**src/rtl/input_channel_buffer_pkg.sv**
```systemverilog
// input_channel_buffer_pkg: shared NoC constants used by input_channel_buffer and routing_unit.
// Contents: output channel IDs, destination field width, input-buffer FSM states and
// a helper that turns a channel ID into a one-hot switch request.
package input_channel_buffer_pkg;

    localparam int DEST_WIDTH   = 4;
    localparam int NUM_CHANNELS = 5;

    localparam logic [2:0] LOCAL = 3'd0;
    localparam logic [2:0] NORTH = 3'd1;
    localparam logic [2:0] SOUTH = 3'd2;
    localparam logic [2:0] EAST  = 3'd3;
    localparam logic [2:0] WEST  = 3'd4;

    typedef enum logic [1:0] {
        IDLE    = 2'd0,
        ROUTE   = 2'd1,
        REQUEST = 2'd2
    } state_t;

    function automatic logic [NUM_CHANNELS-1:0] onehot(input logic [2:0] ch);
        return {{(NUM_CHANNELS-1){1'b0}}, 1'b1} << ch;
    endfunction

endpackage

```
**src/rtl/input_channel_buffer_channel_fifo.sv**
```systemverilog
// channel_fifo: circular packet store for one router input channel.
// Ports: clk, rst_n (sync, active low), push/wdata (ignored when full),
// pop (ignored when empty), head (oldest entry, 0 when empty), full, empty, count.
module channel_fifo #(
    parameter int DATA_WIDTH = 8,
    parameter int DEPTH      = 4
) (
    input  logic                    clk,
    input  logic                    rst_n,
    input  logic                    push,
    input  logic                    pop,
    input  logic [DATA_WIDTH-1:0]   wdata,
    output logic [DATA_WIDTH-1:0]   head,
    output logic                    full,
    output logic                    empty,
    output logic [$clog2(DEPTH):0]  count
);

    localparam int AW = $clog2(DEPTH);
    localparam int CW = AW + 1;

    logic [DATA_WIDTH-1:0] mem [DEPTH];
    logic [AW-1:0]         wr_ptr;
    logic [AW-1:0]         rd_ptr;
    logic                  do_push;
    logic                  do_pop;

    assign full    = count == CW'(DEPTH);
    assign empty   = count == '0;
    assign do_push = push && !full;
    assign do_pop  = pop && !empty;
    assign head    = empty ? '0 : mem[rd_ptr];

    // Pointers wrap naturally because DEPTH is a power of two.
    always_ff @(posedge clk) begin
        if (!rst_n) begin
            wr_ptr <= '0;
            rd_ptr <= '0;
            count  <= '0;
        end else begin
            wr_ptr <= do_push ? wr_ptr + 1'b1 : wr_ptr;
            rd_ptr <= do_pop ? rd_ptr + 1'b1 : rd_ptr;
            count  <= count + CW'(do_push) - CW'(do_pop);
        end
    end

    always_ff @(posedge clk) begin
        if (do_push)
            mem[wr_ptr] <= wdata;
    end

endmodule

```
**src/rtl/input_channel_buffer.sv**
```systemverilog
// input_channel_buffer: router input port that queues packets, asks the routing unit
// for an output channel and requests the switch arbiter until granted.
// Ports: clk, rst_n (sync, active low); data_in/valid_in/ready_out upstream link;
// dest_out/rout_in routing-unit handshake; req_out/grant_in arbiter handshake;
// data_out head packet to crossbar; route_err drop pulse; count_out occupancy.
module input_channel_buffer
    import input_channel_buffer_pkg::*;
#(
    parameter int DATA_WIDTH = 8,
    parameter int DEPTH      = 4
) (
    input  logic                    clk,
    input  logic                    rst_n,
    input  logic [DATA_WIDTH-1:0]   data_in,
    input  logic                    valid_in,
    output logic                    ready_out,
    output logic [DEST_WIDTH-1:0]   dest_out,
    input  logic [2:0]              rout_in,
    output logic [NUM_CHANNELS-1:0] req_out,
    input  logic                    grant_in,
    output logic [DATA_WIDTH-1:0]   data_out,
    output logic                    route_err,
    output logic [$clog2(DEPTH):0]  count_out
);

    state_t     state;
    state_t     state_nx;
    logic [2:0] route_reg;
    logic [2:0] route_nx;
    logic       pop;
    logic       err_nx;
    logic       full;
    logic       empty;

    channel_fifo #(
        .DATA_WIDTH (DATA_WIDTH),
        .DEPTH      (DEPTH)
    ) u_fifo (
        .clk   (clk),
        .rst_n (rst_n),
        .push  (valid_in),
        .pop   (pop),
        .wdata (data_in),
        .head  (data_out),
        .full  (full),
        .empty (empty),
        .count (count_out)
    );

    assign ready_out = !full;
    assign dest_out  = data_out[DEST_WIDTH-1:0];

    // Route IDs above WEST have no output port, so the head packet is dropped.
    always_comb begin
        state_nx = state;
        route_nx = route_reg;
        pop      = 1'b0;
        err_nx   = 1'b0;
        req_out  = '0;
        case (state)
            IDLE:    state_nx = empty ? IDLE : ROUTE;
            ROUTE: begin
                if (rout_in <= WEST) begin
                    route_nx = rout_in;
                    state_nx = REQUEST;
                end else begin
                    pop      = 1'b1;
                    err_nx   = 1'b1;
                    state_nx = IDLE;
                end
            end
            REQUEST: begin
                req_out  = onehot(route_reg);
                pop      = grant_in;
                state_nx = grant_in ? IDLE : REQUEST;
            end
            default: state_nx = IDLE;
        endcase
    end

    always_ff @(posedge clk) begin
        if (!rst_n) begin
            state     <= IDLE;
            route_reg <= '0;
            route_err <= 1'b0;
        end else begin
            state     <= state_nx;
            route_reg <= route_nx;
            route_err <= err_nx;
        end
    end

endmodule

```
**config.mk**
```make
export PLATFORM = sky130hd
export DESIGN_NAME = input_channel_buffer
export DESIGN_NICKNAME = d
export VERILOG_FILES = /design/src/rtl/input_channel_buffer_pkg.sv /design/src/rtl/input_channel_buffer_channel_fifo.sv /design/src/rtl/input_channel_buffer.sv
export SDC_FILE = /design/constraint.sdc
export NUM_CORES = 1
export LEC_CHECK = 0
export CAP_MARGIN = 25
export CORE_MARGIN = 3
export CORE_UTILIZATION = 40
export CTS_BUF_LIST = sky130_fd_sc_hd__clkbuf_8
export DETAILED_ROUTE_END_ITERATION = 7
export MAX_ROUTING_LAYER = met4
export PLACE_DENSITY = 0.59
export SYNTH_ARGS = -nofsm -noshare
export SYNTH_HDL_FRONTEND = slang
export SYNTH_SLANG_ARGS = --single-unit
```
**constraint.sdc**
```tcl
create_clock -name clk -period 2.75 [get_ports clk]
set_clock_uncertainty 0.15 [all_clocks]
set_input_delay 0.55 -clock clk [delete_from_list [all_inputs] [get_ports clk]]
set_output_delay 0.55 -clock clk [all_outputs]
set_load 0.05 [all_outputs]
```
==> results.py <==
metrics = {
    "placement": {
        "post-dp-hpwl_um": 2890,
        "preCtsSetupSlack_ns": -0.0288,
        "gp_congestion": 0.707,
        "placed_area_um2": 2520,
        "placed_cells": 251,
        "io_buffers": 36,
    },
    "sta": {
        "post-route-period-util_pct": 94.9,
        "fmax_mhz": 383,
        "final_max_slew_viol_count": 0,
        "rsz0062_at_grt": "false",
        "min_period_ns": 2.61,
        "fin_ws_ns": 0.140,
        "setup_violations": 0,
        "tightest_slew_ns": 0.515,
        "fin_setup_tns_ns": 0,
        "hold_viol": 0,
        "max_slew_margin_pct": 65.6,
        "whs_ns": 0.328,
    },
    "yosys": {
        "ys_async_sr_fraction_pct": 0,
        "ys_ff_latch": 47,
        "synth-edff-count": 32,
        "synthCells": 149,
        "synth_top_cell_area_share_pct": 45.3,
        "syn-num-nets": 175,
        "yosysMostFrequentCell": "edfxtp_1",
        "yosys_warnings": 0,
        "seq_area_frac_synth_pct": 59.4,
        "ys_types": 34,
        "synthTopCellsByCount": "edfxtp_1 (32), dfxtp_1 (15), inv_1 (12), ha_1 (10), nand2_1 (9)",
        "synthFlopType": "edfxtp_1",
        "synthTopCellsByArea": "edfxtp_1 (45%), dfxtp_1 (14%), mux4_2 (6.4%)",
        "yosysTopAreaCell": "edfxtp_1",
        "syn_area_um2": 2120,
        "syn_area_per_cell_um2": 14.2,
    },
    "routing": {
        "drt_iter0_markers": 69,
        "routed_wl_um": 4010,
        "detail_route.vias_per_cell": 4.88,
        "post-route-drc-count": 0,
        "wl_met3_um": 174,
        "highest_layer": "met4",
        "wl_met2_um": 2000,
        "antenna_left": 0,
        "first_pass_iters": 4,
        "wire_per_inst_um": 15.5,
        "vias": 1263,
        "drt-met1-wl_um": 1780,
    },
    "final_layout": {
        "layout.cells.non_filler": 259,
        "largest_reg_flops": 32,
        "utilization_pct": 53.1,
        "design_area_um2": 2610,
        "diodes": 0,
        "nNetsFinal": 217,
        "layout-drive-gt1-share_pct": 22.9,
        "area_delta_synth_final_pct": 22.9,
    },
    "pwr": {
        "power.leakage_nw": 0.998,
        "ir_worst_vdd_v": 0.000380,
        "power_density_nw_per_um2": 879,
        "power_mw": 2.29,
    },
    "global_route": {
        "grt_pass1_vias": 1295,
        "grt_pass1_wl_um": 6670,
        "grt_use_total_pct": 14.5,
        "grt_antenna_before_repair": 0,
        "grt_max_degree": 16,
        "overflow": 0,
    },
    "flow_run": {
        "cap_violations": 0,
    },
    "clock_network": {
        "htreeDepth": 2,
        "cts_root_buffer": "clkbuf_8",
        "clock-sinks": 47,
        "cts_tree": "yes",
        "cts.reportedPaths.clkPinSlew_ns": 0.08,
        "cts_buffer_depth": 2,
        "numCtsBuffers": 5,
        "clock_latency_ns": 0.29,
        "cts_hold_buf": 0,
    },
    "floorplanning": {
        "die_h_um": 78.8,
        "io_pins": 37,
        "die_x_um": 78.8,
        "start_util_pct": 43.2,
        "core_area_um2": 4910,
        "dieArea_um2": 6210,
        "rows": 25,
    },
    "status": {
        "status": "completed",
    },
    "hold_path": {
        "holdCritPathClass": "reg -> reg",
        "hp-start": "u_fifo.rd_ptr[1]$_SDFFE_PN0P_",
    },
    "worst_setup_path": {
        "path_class": "reg -> out",
        "crit_path_start": "u_fifo.count[2]$_SDFF_PN0_",
        "cp-start-kind": "flop",
        "cp-end-kind": "output port",
        "rr_startpoint": "state[1]$_SDFF_PN0_",
        "crit_fanout": 7,
        "cp.arrival_ns": 1.91,
        "critPathRequiredTime_ns": 2.05,
    },
}
[worst paths after layout]
path / endpoint / cells after the start / slack (ns)
max: ready_out / 3 / 0.14
min: flop / 2 / 0.33
max reg2reg: u_fifo.count[1]$_SDFF_PN0_ / 9 / 0.31
min reg2reg: flop / 2 / 0.33
[layout make-up]
type,count,area (um2)
clock buffers,5,68.8
repair buffers,42,368
clock inverters,3,20.0
well taps,67,83.8
fillers,420,2300
multi-input cells,83,762
inverters,12,45.0
flip-flops and latches,47,1260
[worst max-delay path: stages, from the launching register on]
cell	delay, ns
dfxtp_1	0.41
nor3b_2	0.28
inv_1	0.18
clkdlybuf4s50_1	0.74
[cells by family (layout without fill, tap and decap cells)]
kind of cell | count (synthesis) | after routing | share of synthesized area (%)
flip-flops | 47 | 47 | 59.4
AND/OR/NAND/NOR | 43 | 43 | 12.4
buffers and inverters | 19 | 62 | 4.78
AO/OA/AOI/OAI | 16 | 16 | 5.42
adder cells (fa/ha/maj) | 11 | 11 | 6.84
multiplexers | 11 | 11 | 10.3
XOR/XNOR | 2 | 2 | 0.826
[where the power goes]
| part | switching (mW) | leakage [nW] | internal (mW) |
|---|---|---|---|
| Clock | 0.232 | 0.0418 | 0.177 |
| Combinational | 0.646 | 0.541 | 0.341 |
| Sequential | 0.0555 | 0.416 | 0.841 |
| Total | 0.933 | 0.998 | 1.36 |
[routing by layer]
layer | vias up | GRT usage [%]
met2 | 25 | 23.3
met3 | 7 | 4.20
met1 | 615 | 18.5
met5 | - | -
li1 | 616 | -
met4 | 0 | 3.44
[cell usage in the layout (no fill, tap or decap), types with 3 or more instances in the layout]
cell	netlist	layout
edfxtp_1	32	32
buf_4	4	22
clkdlybuf4s50_1	0	19
dfxtp_1	15	15
inv_1	12	12
ha_1	10	10
nand2_1	9	9
mux4_2	6	6
and2b_1	6	6
a21oi_1	6	6
and3_1	5	5
o21ai_0	5	5
clkbuf_8	0	5
nor2_1	4	4
nor2b_1	4	3
nor3_1	3	3
mux2i_1	3	3
[timing repair]
| item | in CTS | in global routing |
|---|---|---|
| setup endpoints to repair | 0 | 1 |
| setup buffers | 0 | 0 |
| gates resized for setup | 0 | 1 |
No activity file was read; power rests on OpenSTA's default activity.
